File: src/rtl/vga_pkg.sv
`default_nettype none
// ============================================================================
// Module      : vga_pkg
// Description : Shared VGA timing defaults, derived-length helpers, the
//               pixel coordinate type and the per-pixel pipeline flag record
//               used by the binary frame reader.
// Revision    : 1.0  initial release
// ============================================================================
package vga_pkg;

    // Default 640x480@60 porch and sync lengths
    localparam int H_FRONT_DEFAULT = 16;
    localparam int H_SYNC_DEFAULT  = 96;
    localparam int H_BACK_DEFAULT  = 48;
    localparam int V_FRONT_DEFAULT = 10;
    localparam int V_SYNC_DEFAULT  = 2;
    localparam int V_BACK_DEFAULT  = 33;

    localparam int COORD_W = 13;
    typedef logic [COORD_W-1:0] coord_t;

    // Blanking length (front porch + sync + back porch)
    function automatic int blank_len(input int front, input int sync, input int back);
        return front + sync + back;
    endfunction

    // Total line/frame length including the active region
    function automatic int total_len(input int active, input int front,
                                     input int sync, input int back);
        return active + blank_len(front, sync, back);
    endfunction

    // Everything that travels alongside a pixel through the read pipeline
    typedef struct packed {
        logic       blank;
        logic       hs_n;
        logic       vs_n;
        logic       first_pix;
        logic       en;
        logic       inv;
        logic [2:0] bit_idx;
    } pix_flags_t;

    // Idle value: blanked, syncs inactive, no frame marker
    localparam pix_flags_t PIX_FLAGS_RESET = '{
        blank:     1'b1,
        hs_n:      1'b1,
        vs_n:      1'b1,
        first_pix: 1'b0,
        en:        1'b0,
        inv:       1'b0,
        bit_idx:   3'd0
    };

endpackage
`default_nettype wire

File: src/rtl/vga_timing_gen.sv
`default_nettype none
// ============================================================================
// Module      : vga_timing_gen
// Description : Free-running VGA raster counters. Produces blanking, active-low
//               syncs and active-area coordinates for the current counter
//               state (no pipeline delay).
// Ports       : clk, rst_n            - clock, async active-low reset
//               o_x, o_y              - active-area coordinates (wrap in blank)
//               o_blank               - outside the active area
//               o_hs_n, o_vs_n        - horizontal / vertical sync, active low
//               o_frame_boundary      - counters at (0,0)
//               o_first_pixel         - counters at first active pixel
// Revision    : 1.0  initial release
// ============================================================================
module vga_timing_gen
    import vga_pkg::*;
#(
    parameter int WIDTH   = 640,
    parameter int HEIGHT  = 480,
    parameter int H_FRONT = H_FRONT_DEFAULT,
    parameter int H_SYNC  = H_SYNC_DEFAULT,
    parameter int H_BACK  = H_BACK_DEFAULT,
    parameter int V_FRONT = V_FRONT_DEFAULT,
    parameter int V_SYNC  = V_SYNC_DEFAULT,
    parameter int V_BACK  = V_BACK_DEFAULT
) (
    input  logic        clk,
    input  logic        rst_n,
    output logic [12:0] o_x,
    output logic [12:0] o_y,
    output logic        o_blank,
    output logic        o_hs_n,
    output logic        o_vs_n,
    output logic        o_frame_boundary,
    output logic        o_first_pixel
);

    localparam int H_BLANK = blank_len(H_FRONT, H_SYNC, H_BACK);
    localparam int V_BLANK = blank_len(V_FRONT, V_SYNC, V_BACK);
    localparam int H_TOTAL = total_len(WIDTH, H_FRONT, H_SYNC, H_BACK);
    localparam int V_TOTAL = total_len(HEIGHT, V_FRONT, V_SYNC, V_BACK);

    localparam coord_t H_LAST_C     = coord_t'(H_TOTAL - 1);
    localparam coord_t V_LAST_C     = coord_t'(V_TOTAL - 1);
    localparam coord_t H_BLANK_C    = coord_t'(H_BLANK);
    localparam coord_t V_BLANK_C    = coord_t'(V_BLANK);
    localparam coord_t H_FRONT_C    = coord_t'(H_FRONT);
    localparam coord_t V_FRONT_C    = coord_t'(V_FRONT);
    localparam coord_t H_SYNC_END_C = coord_t'(H_FRONT + H_SYNC);
    localparam coord_t V_SYNC_END_C = coord_t'(V_FRONT + V_SYNC);

    coord_t h_cont_q, h_cont_d;
    coord_t v_cont_q, v_cont_d;

    always_comb begin
        h_cont_d = h_cont_q + coord_t'(1);
        v_cont_d = v_cont_q;
        if (h_cont_q == H_LAST_C) begin
            h_cont_d = '0;
            v_cont_d = (v_cont_q == V_LAST_C) ? '0 : v_cont_q + coord_t'(1);
        end
    end

    always_ff @(posedge clk or negedge rst_n) begin
        if (!rst_n) begin
            h_cont_q <= '0;
            v_cont_q <= '0;
        end else begin
            h_cont_q <= h_cont_d;
            v_cont_q <= v_cont_d;
        end
    end

    assign o_blank = (h_cont_q < H_BLANK_C) || (v_cont_q < V_BLANK_C);

    // Sync pulse occupies counts FRONT+1 .. FRONT+SYNC inclusive
    assign o_hs_n = !((h_cont_q > H_FRONT_C) && (h_cont_q <= H_SYNC_END_C));
    assign o_vs_n = !((v_cont_q > V_FRONT_C) && (v_cont_q <= V_SYNC_END_C));

    // Coordinates wrap to large values during blanking; consumers gate on o_blank
    assign o_x = h_cont_q - H_BLANK_C;
    assign o_y = v_cont_q - V_BLANK_C;

    assign o_frame_boundary = (h_cont_q == '0) && (v_cont_q == '0);
    assign o_first_pixel    = (h_cont_q == H_BLANK_C) && (v_cont_q == V_BLANK_C);

endmodule
`default_nettype wire

File: src/rtl/bw_frame_reader.sv
`default_nettype none
// ============================================================================
// Module      : bw_frame_reader
// Description : Scans a 1-bit-per-pixel packed frame (8 pixels per byte,
//               bit 0 = leftmost) and regenerates a full VGA stream.
//               Three-clock pipeline: counters -> address -> memory read ->
//               output registers. Syncs and blanking are delayed identically.
// Ports       : VGA_CLK, reset_n          - pixel clock, async active-low reset
//               enable, invert            - latched at each frame boundary
//               rdaddress / rd_q          - image memory port (1-clock read)
//               oVGA_R/G/B                - pixel colour
//               oVGA_HS, oVGA_VS          - syncs, active low
//               oVGA_SYNC_N, oVGA_BLANK_N - composite sync (0), active video
//               frame_start               - marks pixel (0,0) on the outputs
// Revision    : 1.0  initial release
// ============================================================================
module bw_frame_reader
    import vga_pkg::*;
#(
    parameter int WIDTH   = 640,
    parameter int HEIGHT  = 480,
    parameter int H_FRONT = H_FRONT_DEFAULT,
    parameter int H_SYNC  = H_SYNC_DEFAULT,
    parameter int H_BACK  = H_BACK_DEFAULT,
    parameter int V_FRONT = V_FRONT_DEFAULT,
    parameter int V_SYNC  = V_SYNC_DEFAULT,
    parameter int V_BACK  = V_BACK_DEFAULT
) (
    input  logic        VGA_CLK,
    input  logic        reset_n,
    input  logic        enable,
    input  logic        invert,
    output logic [15:0] rdaddress,
    input  logic [7:0]  rd_q,
    output logic [7:0]  oVGA_R,
    output logic [7:0]  oVGA_G,
    output logic [7:0]  oVGA_B,
    output logic        oVGA_HS,
    output logic        oVGA_VS,
    output logic        oVGA_SYNC_N,
    output logic        oVGA_BLANK_N,
    output logic        frame_start
);

    localparam logic [15:0] WORDS_PER_LINE = 16'(WIDTH / 8);
    localparam logic [7:0]  RGB_WHITE      = 8'hFF;
    localparam logic [7:0]  RGB_BLACK      = 8'h00;
    localparam logic [7:0]  RGB_GREY       = 8'h80;

    // ------------------------------------------------------------------
    // Stage 0: raster counters
    // ------------------------------------------------------------------
    logic [12:0] w_x, w_y;
    logic        w_blank, w_hs_n, w_vs_n, w_frame_boundary, w_first_pixel;

    vga_timing_gen #(
        .WIDTH   (WIDTH),
        .HEIGHT  (HEIGHT),
        .H_FRONT (H_FRONT),
        .H_SYNC  (H_SYNC),
        .H_BACK  (H_BACK),
        .V_FRONT (V_FRONT),
        .V_SYNC  (V_SYNC),
        .V_BACK  (V_BACK)
    ) u_timing (
        .clk              (VGA_CLK),
        .rst_n            (reset_n),
        .o_x              (w_x),
        .o_y              (w_y),
        .o_blank          (w_blank),
        .o_hs_n           (w_hs_n),
        .o_vs_n           (w_vs_n),
        .o_frame_boundary (w_frame_boundary),
        .o_first_pixel    (w_first_pixel)
    );

    // Frame-level controls only change at the top-left of the raster
    logic enable_l_q, enable_l_d;
    logic inv_l_q, inv_l_d;

    always_comb begin
        enable_l_d = w_frame_boundary ? enable : enable_l_q;
        inv_l_d    = w_frame_boundary ? invert : inv_l_q;
    end

    // ------------------------------------------------------------------
    // Stage 1: address generation
    // ------------------------------------------------------------------
    logic [15:0] w_line_base;
    logic [15:0] rdaddress_q, rdaddress_d;
    pix_flags_t  s1_q, s1_d;

    always_comb begin
        w_line_base = {3'b000, w_y} * WORDS_PER_LINE;
        rdaddress_d = w_blank ? 16'd0 : (w_line_base + {6'b000000, w_x[12:3]});

        // The latched controls ride with each pixel so the last pixels of a
        // frame, still in flight when the next frame latches, keep their
        // own frame's settings.
        s1_d           = PIX_FLAGS_RESET;
        s1_d.blank     = w_blank;
        s1_d.hs_n      = w_hs_n;
        s1_d.vs_n      = w_vs_n;
        s1_d.first_pix = w_first_pixel;
        s1_d.en        = enable_l_q;
        s1_d.inv       = inv_l_q;
        s1_d.bit_idx   = w_x[2:0];
    end

    // ------------------------------------------------------------------
    // Stage 2: memory samples rdaddress; flags wait alongside
    // ------------------------------------------------------------------
    pix_flags_t s2_q, s2_d;

    always_comb begin
        s2_d = s1_q;
    end

    // ------------------------------------------------------------------
    // Stage 3: output registers
    // ------------------------------------------------------------------
    logic       w_pix;
    logic [7:0] rgb_q, rgb_d;
    logic       hs_q, hs_d;
    logic       vs_q, vs_d;
    logic       blank_n_q, blank_n_d;
    logic       frame_start_q, frame_start_d;

    always_comb begin
        // A set bit is a dark pixel
        w_pix = rd_q[s2_q.bit_idx] ^ s2_q.inv;

        rgb_d = RGB_BLACK;
        if (!s2_q.blank) begin
            if (!s2_q.en) begin
                rgb_d = RGB_GREY;
            end else begin
                rgb_d = w_pix ? RGB_BLACK : RGB_WHITE;
            end
        end

        hs_d          = s2_q.hs_n;
        vs_d          = s2_q.vs_n;
        blank_n_d     = !s2_q.blank;
        frame_start_d = s2_q.first_pix;
    end

    always_ff @(posedge VGA_CLK or negedge reset_n) begin
        if (!reset_n) begin
            enable_l_q    <= 1'b0;
            inv_l_q       <= 1'b0;
            rdaddress_q   <= 16'd0;
            s1_q          <= PIX_FLAGS_RESET;
            s2_q          <= PIX_FLAGS_RESET;
            rgb_q         <= RGB_BLACK;
            hs_q          <= 1'b1;
            vs_q          <= 1'b1;
            blank_n_q     <= 1'b0;
            frame_start_q <= 1'b0;
        end else begin
            enable_l_q    <= enable_l_d;
            inv_l_q       <= inv_l_d;
            rdaddress_q   <= rdaddress_d;
            s1_q          <= s1_d;
            s2_q          <= s2_d;
            rgb_q         <= rgb_d;
            hs_q          <= hs_d;
            vs_q          <= vs_d;
            blank_n_q     <= blank_n_d;
            frame_start_q <= frame_start_d;
        end
    end

    assign rdaddress    = rdaddress_q;
    assign oVGA_R       = rgb_q;
    assign oVGA_G       = rgb_q;
    assign oVGA_B       = rgb_q;
    assign oVGA_HS      = hs_q;
    assign oVGA_VS      = vs_q;
    assign oVGA_SYNC_N  = 1'b0;
    assign oVGA_BLANK_N = blank_n_q;
    assign frame_start  = frame_start_q;

endmodule
`default_nettype wire
File: config.mk
export PLATFORM = sky130hd
export DESIGN_NAME = bw_frame_reader
export DESIGN_NICKNAME = d
export VERILOG_FILES = /design/src/rtl/vga_pkg.sv /design/src/rtl/vga_timing_gen.sv /design/src/rtl/bw_frame_reader.sv
export SDC_FILE = /design/constraint.sdc
export NUM_CORES = 1
export LEC_CHECK = 0
export ABC_AREA = 1
export CAP_MARGIN = 30
export CELL_PAD_IN_SITES_DETAIL_PLACEMENT = 0
export CELL_PAD_IN_SITES_GLOBAL_PLACEMENT = 2
export CORE_MARGIN = 10
export CORE_UTILIZATION = 33
export DETAILED_ROUTE_END_ITERATION = 8
export PLACE_DENSITY = 0.79
export SYNTH_ARGS = -nofsm -noshare
export SYNTH_HDL_FRONTEND = slang
export SYNTH_HIERARCHICAL = 1
export SYNTH_SLANG_ARGS = --single-unit
File: constraint.sdc
create_clock -name VGA_CLK -period 4.05 [get_ports VGA_CLK]
set_clock_uncertainty 0.2 [all_clocks]
set_input_delay 0.81 -clock VGA_CLK [delete_from_list [all_inputs] [get_ports VGA_CLK]]
set_output_delay 0.81 -clock VGA_CLK [all_outputs]
set_load 0.1 [all_outputs]
==> impl_metrics.csv, run 1 <==
group,metric,value,unit
outcome,status,"complete, no violations",
synthesis,synth_area,4527,um^2
floorplanning,start_util,0.3391,
layout,final_layout_size_suffix_gt1_frac,0.1304,
power,power_frac_comb,0.021,
routing,drc,0,
layout,fin_util,0.4001,
floorplanning,die_w,137.1,um
layout,nets,662,
clock_tree,tritoncts,"done",
worst_setup_path,r2r_end,"rdaddress[14]",
power,powerDensity,283.5,nW/um^2
clock_tree,clk_path_buf_depth,2,
global_route,grt_overflow_total,0,
routing,wire_per_inst,13.11,um
routing,vias,3653,
power,p_seq_frac,0.452,
power,finalPower,1514,uW
global_route,grt_pass1_vias,3555,
worst_setup_path,start_kind,"flop",
worst_setup_path,cp_data_required_time,4.07,ns
worst_setup_path,crit_fanout,7,
timing,period_minus_slack,3.714,ns
timing,finalSetupTns,0,ns
timing,hold_viol,0,
worst_setup_path,cp-startpoint,"u_timing/v_cont_q[0]",
floorplanning,num_rows,42,
clock_tree,ctsHoldBuffers,0,
place,hpwlAfterDp,8308,um
routing,final_antenna_net_count,0,
clock_tree,clk_pin_slew_worst_paths,0.06,ns
worst_hold_path,hp-class,"flop to flop",
worst_setup_path,crit_end,"rdaddress[14]",
power,p_switching,334.8,uW
clock_tree,h-tree-depth,3,
power,internal-power,1179,uW
timing,setup-violations-final,0,
place,port_buffers,55,
synthesis,synthesis.nets,625,
timing,slew_violations,0,
global_route,antenna_found_initial,0,
clock_tree,clock-sinks,68,
synthesis,synth_cells,579,
worst_setup_path,rr_startpoint,"u_timing/v_cont_q[0]",
worst_setup_path,worstRegToRegCells,17,
layout,layout-area-overhead-vs-synth,17.97,%
power,switching_share,0.2211,
timing,rsz0062_at_grt,"false",
floorplanning,dieArea,18800,um^2
worst_setup_path,arrival,3.73,ns
floorplanning,core,13350,um^2
power,vdd_drop_max,0.1702,mV
worst_setup_path,setup.worst_path.end_class,"flop",
routing,routed_wl,10450,um
synthesis,ys.warnings.count,6,
floorplanning,ios,57,
layout,fin_area,5340,um^2
timing,worstMarginPinSlew,0.9928,ns
global_route,track_usage,0.1153,
worst_setup_path,r2r_slack,0.34,ns
synthesis,synth_area_per_cell,7.818,um^2
place,placed_area,4999,um^2
timing,finalCritPeriodShare,0.9170,
timing,max_freq,269.2,MHz
place,place_congestion,0.8038,
power,p_leak,0.002672,uW
power,clkPwrFrac,0.527,
clock_tree,numCtsBuffers,9,
clock_tree,cts_root_buf,"clkbuf_16",
clock_tree,clock_latency,0.34,ns
floorplanning,die_h,137.1,um
routing,first_pass_iters,4,
routing,drtIter0Drc,178,
timing,slew_headroom,0.3361,
run,cap_violations,0,
layout,diodes,0,
worst_setup_path,timing_worst_setup_path_type,"flop to flop",
global_route,grt_max_degree,46,
routing,via_per_inst,4.583,
global_route,grt_pass1_wl,17380,um
[registers in the layout, summed over array words and instances, names as in the netlist]
register / count
rdaddress: 16
u_timing/h_cont_q: 13
u_timing/v_cont_q: 13
s1_q: 9
s2_q: 6
oVGA_B: 2
enable_l_q: 1
frame_start: 1
frame_start_d: 1
hs_d: 1
inv_l_q: 1
oVGA_BLANK_N: 1
oVGA_HS: 1
oVGA_VS: 1
vs_d: 1
[power by group through the flow]
stage	sequential, uW	combinational [uW]	clock [uW]
after floorplan	696	8.82	0
after global placement	696	33.0	0
after detailed placement	696	33.8	0
after CTS	684	33.5	823
after global routing	684	36.4	855
final	684	32.0	798
[layout make-up]
type                    instances  area [um^2]
clock buffers                   9        225.2
clock inverters                 7        81.33
fillers                      1381         8008
inverters                      84        319.1
multi-input cells             392         2243
flip-flops and latches         68         1713
well taps                     176        220.2
repair buffers                 61        538.0
[metal layers]
layer  vias up  GRT usage  routed length, um  part of all wire
li1       1887          -                  -                 -
met1      1669     0.1482               4961              0.47
met2        87     0.1799               4634              0.44
met3        10    0.03482                738             0.071
met4         0    0.03923                114             0.011
met5         -          0                  0                 0
[per-stage QoR]
| stage | worst slack, ns | instances | hold slack, ns |
|---|---|---|---|
| CTS | 0.1549 | 793 | 0.1498 |
| finish | 0.3360 | 797 | 0.1488 |
| global route | 0.01723 | 797 | 0.1553 |
| floorplan | 0.5649 | 579 | 0.1312 |
| detailed placement | 0.1708 | 777 | 0.1358 |
| global placement | 0.3411 | 777 | 0.1312 |
[how the worst min path moves through the flow]
stage,endpoint,startpoint,depth (start not counted),slack (ns)
global placement,s2_q[4],s1_q[4],0,0.13
CTS,s2_q[4],s1_q[4],0,0.15
detailed placement,s2_q[4],s1_q[4],0,0.14
floorplan,frame_start,frame_start_d,0,0.13
global route,s2_q[2],s1_q[2],0,0.16
finish,frame_start_d,s1_q[5],0,0.15
[cell usage in the layout (no fill, tap or decap), types with 2 or more instances in the layout]
cell type / count
inv_1: 78
mux2_2: 2
nor2_1: 62
nor3b_1: 4
inv_2: 4
clkbuf_16: 9
nand3_1: 40
nor3_2: 2
nor2_4: 3
a21oi_1: 15
inv_6: 3
nand2_1: 128
o21ai_0: 23
buf_4: 27
dfstp_2: 8
nor2_2: 2
o21ai_1: 2
nand3_2: 3
fa_1: 2
ha_1: 32
nor4_1: 2
nor3_1: 11
clkdlybuf4s50_1: 33
xor2_1: 23
dfrtp_1: 59
clkinv_4: 2
xnor2_1: 3
nand2_2: 7
o211ai_1: 2
nand4_1: 14
clkinvlp_4: 2
[critical path: stages, from the launching register on]
cell and delay, ns:
dfrtp_2 0.43, clkinvlp_4 0.17, ha_1 0.26, nor2_1 0.17, xor2_1 0.21, ha_1 0.30, fa_1 0.50, xor2_1 0.17
ha_1 0.36, nand2_1 0.09, inv_1 0.06, nand4_1 0.06, o211ai_1 0.12, nand2_1 0.15, nor3_2 0.19, nand2_1 0.07
nand2_1 0.06, nor2_1 0.04
[timing repair]
item | 4_1_cts | 5_1_grt
resized for setup | 0 | 2
setup buffers | 0 | 4
setup endpoints to repair | 0 | 2
endpoints found under the hold margin | 0 | 0
Power figures use the tool's default switching activity.
==> inputs of run 2 (changes only) <==
--- a/config.mk
+++ b/config.mk
@@ -11,6 +11,7 @@
 export CELL_PAD_IN_SITES_GLOBAL_PLACEMENT = 2
 export CORE_MARGIN = 10
 export CORE_UTILIZATION = 33
+export CTS_CLUSTER_SIZE = 25
 export DETAILED_ROUTE_END_ITERATION = 8
 export PLACE_DENSITY = 0.79
 export SYNTH_ARGS = -nofsm -noshare
==> results of run 2 <==
No change in the layout: final DEF, timing and power equal those of run 1.
==> inputs of run 3 (changes only) <==
--- a/config.mk
+++ b/config.mk
@@ -9,11 +9,13 @@
 export CAP_MARGIN = 30
 export CELL_PAD_IN_SITES_DETAIL_PLACEMENT = 0
 export CELL_PAD_IN_SITES_GLOBAL_PLACEMENT = 2
+export CORE_ASPECT_RATIO = 0.8
 export CORE_MARGIN = 10
-export CORE_UTILIZATION = 33
+export CORE_UTILIZATION = 30
 export CTS_CLUSTER_SIZE = 25
 export DETAILED_ROUTE_END_ITERATION = 8
-export PLACE_DENSITY = 0.79
+export PLACE_DENSITY = 0.75
+export SETUP_SLACK_MARGIN = 0.3
 export SYNTH_ARGS = -nofsm -noshare
 export SYNTH_HDL_FRONTEND = slang
 export SYNTH_HIERARCHICAL = 1
==> constraint.sdc (replaced) <==
create_clock -name VGA_CLK -period 2.98 [get_ports VGA_CLK]
set_clock_uncertainty 0.2 [all_clocks]
set_input_delay 0.596 -clock VGA_CLK [delete_from_list [all_inputs] [get_ports VGA_CLK]]
set_output_delay 0.596 -clock VGA_CLK [all_outputs]
set_load 0.1 [all_outputs]
==> run 3 against run 2 <==
  * Register-to-register slack lost 0.55 ns
  * Final area grew 14%
  * The flow now finishes with violations (negative setup slack)
  * Clock-buffer cell count is the same
  * Sequential power grew 36%
  * Clock power grew 37%
  * Non-clock buffer count grew 59
  * Critical path type unchanged
  * Final cell count grew 9.0%
==> impl_metrics.csv, run 3 (synthesis results as in run 1) <==
group,metric,value,unit
outcome,status,"finished with violations",
outcome,violations,"negative setup slack",
worst_hold_path,hp-class,"primary input to async pin",
layout,layout_commonest_cell,"nand2_1",
clock_tree,h-tree-depth,3,
clock_tree,numCtsBuffers,9,
timing,rsz0062_at_grt,"true",
routing,vias,3849,
layout,final_layout_size_suffix_gt1_frac,0.3059,
global_route,antenna_found_initial,0,
timing,max_freq,312.6,MHz
worst_setup_path,start_kind,"flop",
timing,timing.final.ws_setup,-0.2188,ns
timing,setup-violations-final,6,
worst_setup_path,arrival,3.23,ns
global_route,grt_pass1_wl,18990,um
clock_tree,clock_latency,0.35,ns
global_route,track_usage,0.1170,
run,cap_violations,0,
routing,wire_per_inst,13.37,um
timing,worstMarginPinSlew,0.5368,ns
timing,hold_viol,0,
routing,drc,0,
global_route,grt_busiest_layer,"met2",
routing,final_antenna_net_count,0,
floorplanning,dieArea,20430,um^2
clock_tree,clk_path_buf_depth,2,
global_route,grt_max_degree,69,
worst_setup_path,setup.worst_path.end_class,"flop",
routing,drtIter0Drc,254,
floorplanning,num_rows,40,
place,placed_area,5458,um^2
place,place_congestion,0.8070,
routing,routed_wl,11620,um
timing,slew_headroom,0.6421,
timing,slew_violations,0,
layout,diodes,0,
worst_setup_path,slowest_delay,0.45,ns
place,hpwlAfterDp,9177,um
global_route,met3_usage,0.03322,
floorplanning,ios,57,
routing,via_per_inst,4.429,
routing,first_pass_iters,4,
floorplanning,core,14910,um^2
power,powerDensity,338.5,nW/um^2
clock_tree,cts_root_buf,"clkbuf_16",
clock_tree,tritoncts,"done",
worst_setup_path,cp_slowest_cell,"dfrtp_2",
global_route,grt_util_met1,0.1616,
global_route,grt_overflow_total,0,
floorplanning,die_w,157.3,um
timing,period_minus_slack,3.199,ns
global_route,use_met2,0.1725,
global_route,grt_pass1_vias,3735,
layout,fin_util,0.4095,
clock_tree,ctsHoldBuffers,0,
place,dp_worst_setup_slack,-0.2833,ns
worst_setup_path,crit_fanout,4,
timing,finalCritPeriodShare,1.073,
clock_tree,clk_pin_slew_worst_paths,0.06,ns
worst_setup_path,timing_worst_setup_path_type,"flop to flop",
place,port_buffers,55,
power,vdd_drop_max,0.2419,mV
floorplanning,die_h,129.9,um
floorplanning,start_util,0.3035,
layout,nets,721,
power,p_leak,0.003058,uW
clock_tree,clock-sinks,68,
worst_setup_path,cp_data_required_time,3.01,ns
layout,final_cell_mix,"nand2_1, buf_4, inv_1, nor2_1, dfrtp_1",
layout,layout-area-overhead-vs-synth,34.91,%
layout,nFillCells,1512,
worst_setup_path,worstPathCellList,"o211ai_1 > nand2_1 > xor2_2 > ha_1 > ha_4 > xor2_1 > ha_1 > nand2_2 > inv_1 > nand4_1 > o211ai_1 > nand2_1 > nor3_2 > buf_4 > nor3_2",
layout,largest_reg_flops,16,
layout,fin_area,6107,um^2
## run 3: cell types whose count changed in the layout (fill, tap and decap cells not counted), moves of 6 or more
cell / delta
ha_4: +13
nand2_1: -9
nand2_2: +7
ha_1: -14
clkdlybuf4s50_1: -23
a21oi_1: -6
buf_4: +76
## run 3: through the flow
step | hold WS (ns) | cells | setup TNS (ns) | power, uW
2_1_floorplan | 0.1004 | 579 | -0.3805 | 957.8
3_5_place_dp | 0.1347 | 841 | -1.063 | 994.5
5_1_grt | 0.1021 | 869 | -2.162 | 2141
3_3_place_gp | 0.1325 | 841 | -0.7652 | 993.1
4_1_cts | 0.08693 | 862 | -0.9047 | 2103
6_report | 0.08049 | 869 | -1.101 | 2067
## run 3: worst paths after layout
path	from	to	slack (ns)	cells after the start
worst min-delay path	reset_n	u_timing/v_cont_q[5]	0.08	2
worst max-delay path	u_timing/v_cont_q[1]	rdaddress[12]	-0.22	15
worst min register to register	s1_q[1]	s2_q[1]	0.14	0
max in group asynchronous	reset_n	oVGA_HS	2.17	2
worst max register to register	u_timing/v_cont_q[1]	rdaddress[12]	-0.22	15
min in group VGA_CLK	s1_q[1]	s2_q[1]	0.14	0
## run 3: area by class of cell
cell class | instances | area (um^2) | area share
Inverter | 84 | 322.8 | 0.05286
Multi-Input combinational cell | 392 | 2571 | 0.4210
Tap cell | 189 | 236.5 | 0.03872
Clock inverter | 7 | 81.33 | 0.01332
Clock buffer | 9 | 225.2 | 0.03688
Timing Repair Buffer | 120 | 954.7 | 0.1563
Sequential cell | 68 | 1715 | 0.2809
## run 3: what timing repair did
item | CTS | global route
setup buffers | 5 | 7
pin swaps | 14 | 18
setup endpoints to repair | 8 | 8
resized for setup | 7 | 40
## run 3: metal layers
layer | wire [um] | up-vias
met5 | 0 | -
met4 | 93 | 0
met3 | 735 | 7
met2 | 4904 | 73
met1 | 5889 | 1774
li1 | - | 1995
## run 3: power breakdown
group | internal [uW] | switching [uW] | total [uW]
logic | 17.9 | 28.2 | 46.1
clock network | 658 | 433 | 1090
registers | 928 | 1.55 | 930
## run 3: worst max-delay path, delay by kind of cell, from the launching register on
family | cells | cell delay (ns)
compound gates | 2 | 0.38
buf+inv | 2 | 0.19
fa+ha+maj | 3 | 0.94
simple gates | 6 | 0.60
flops | 1 | 0.45
xor+xnor | 2 | 0.34
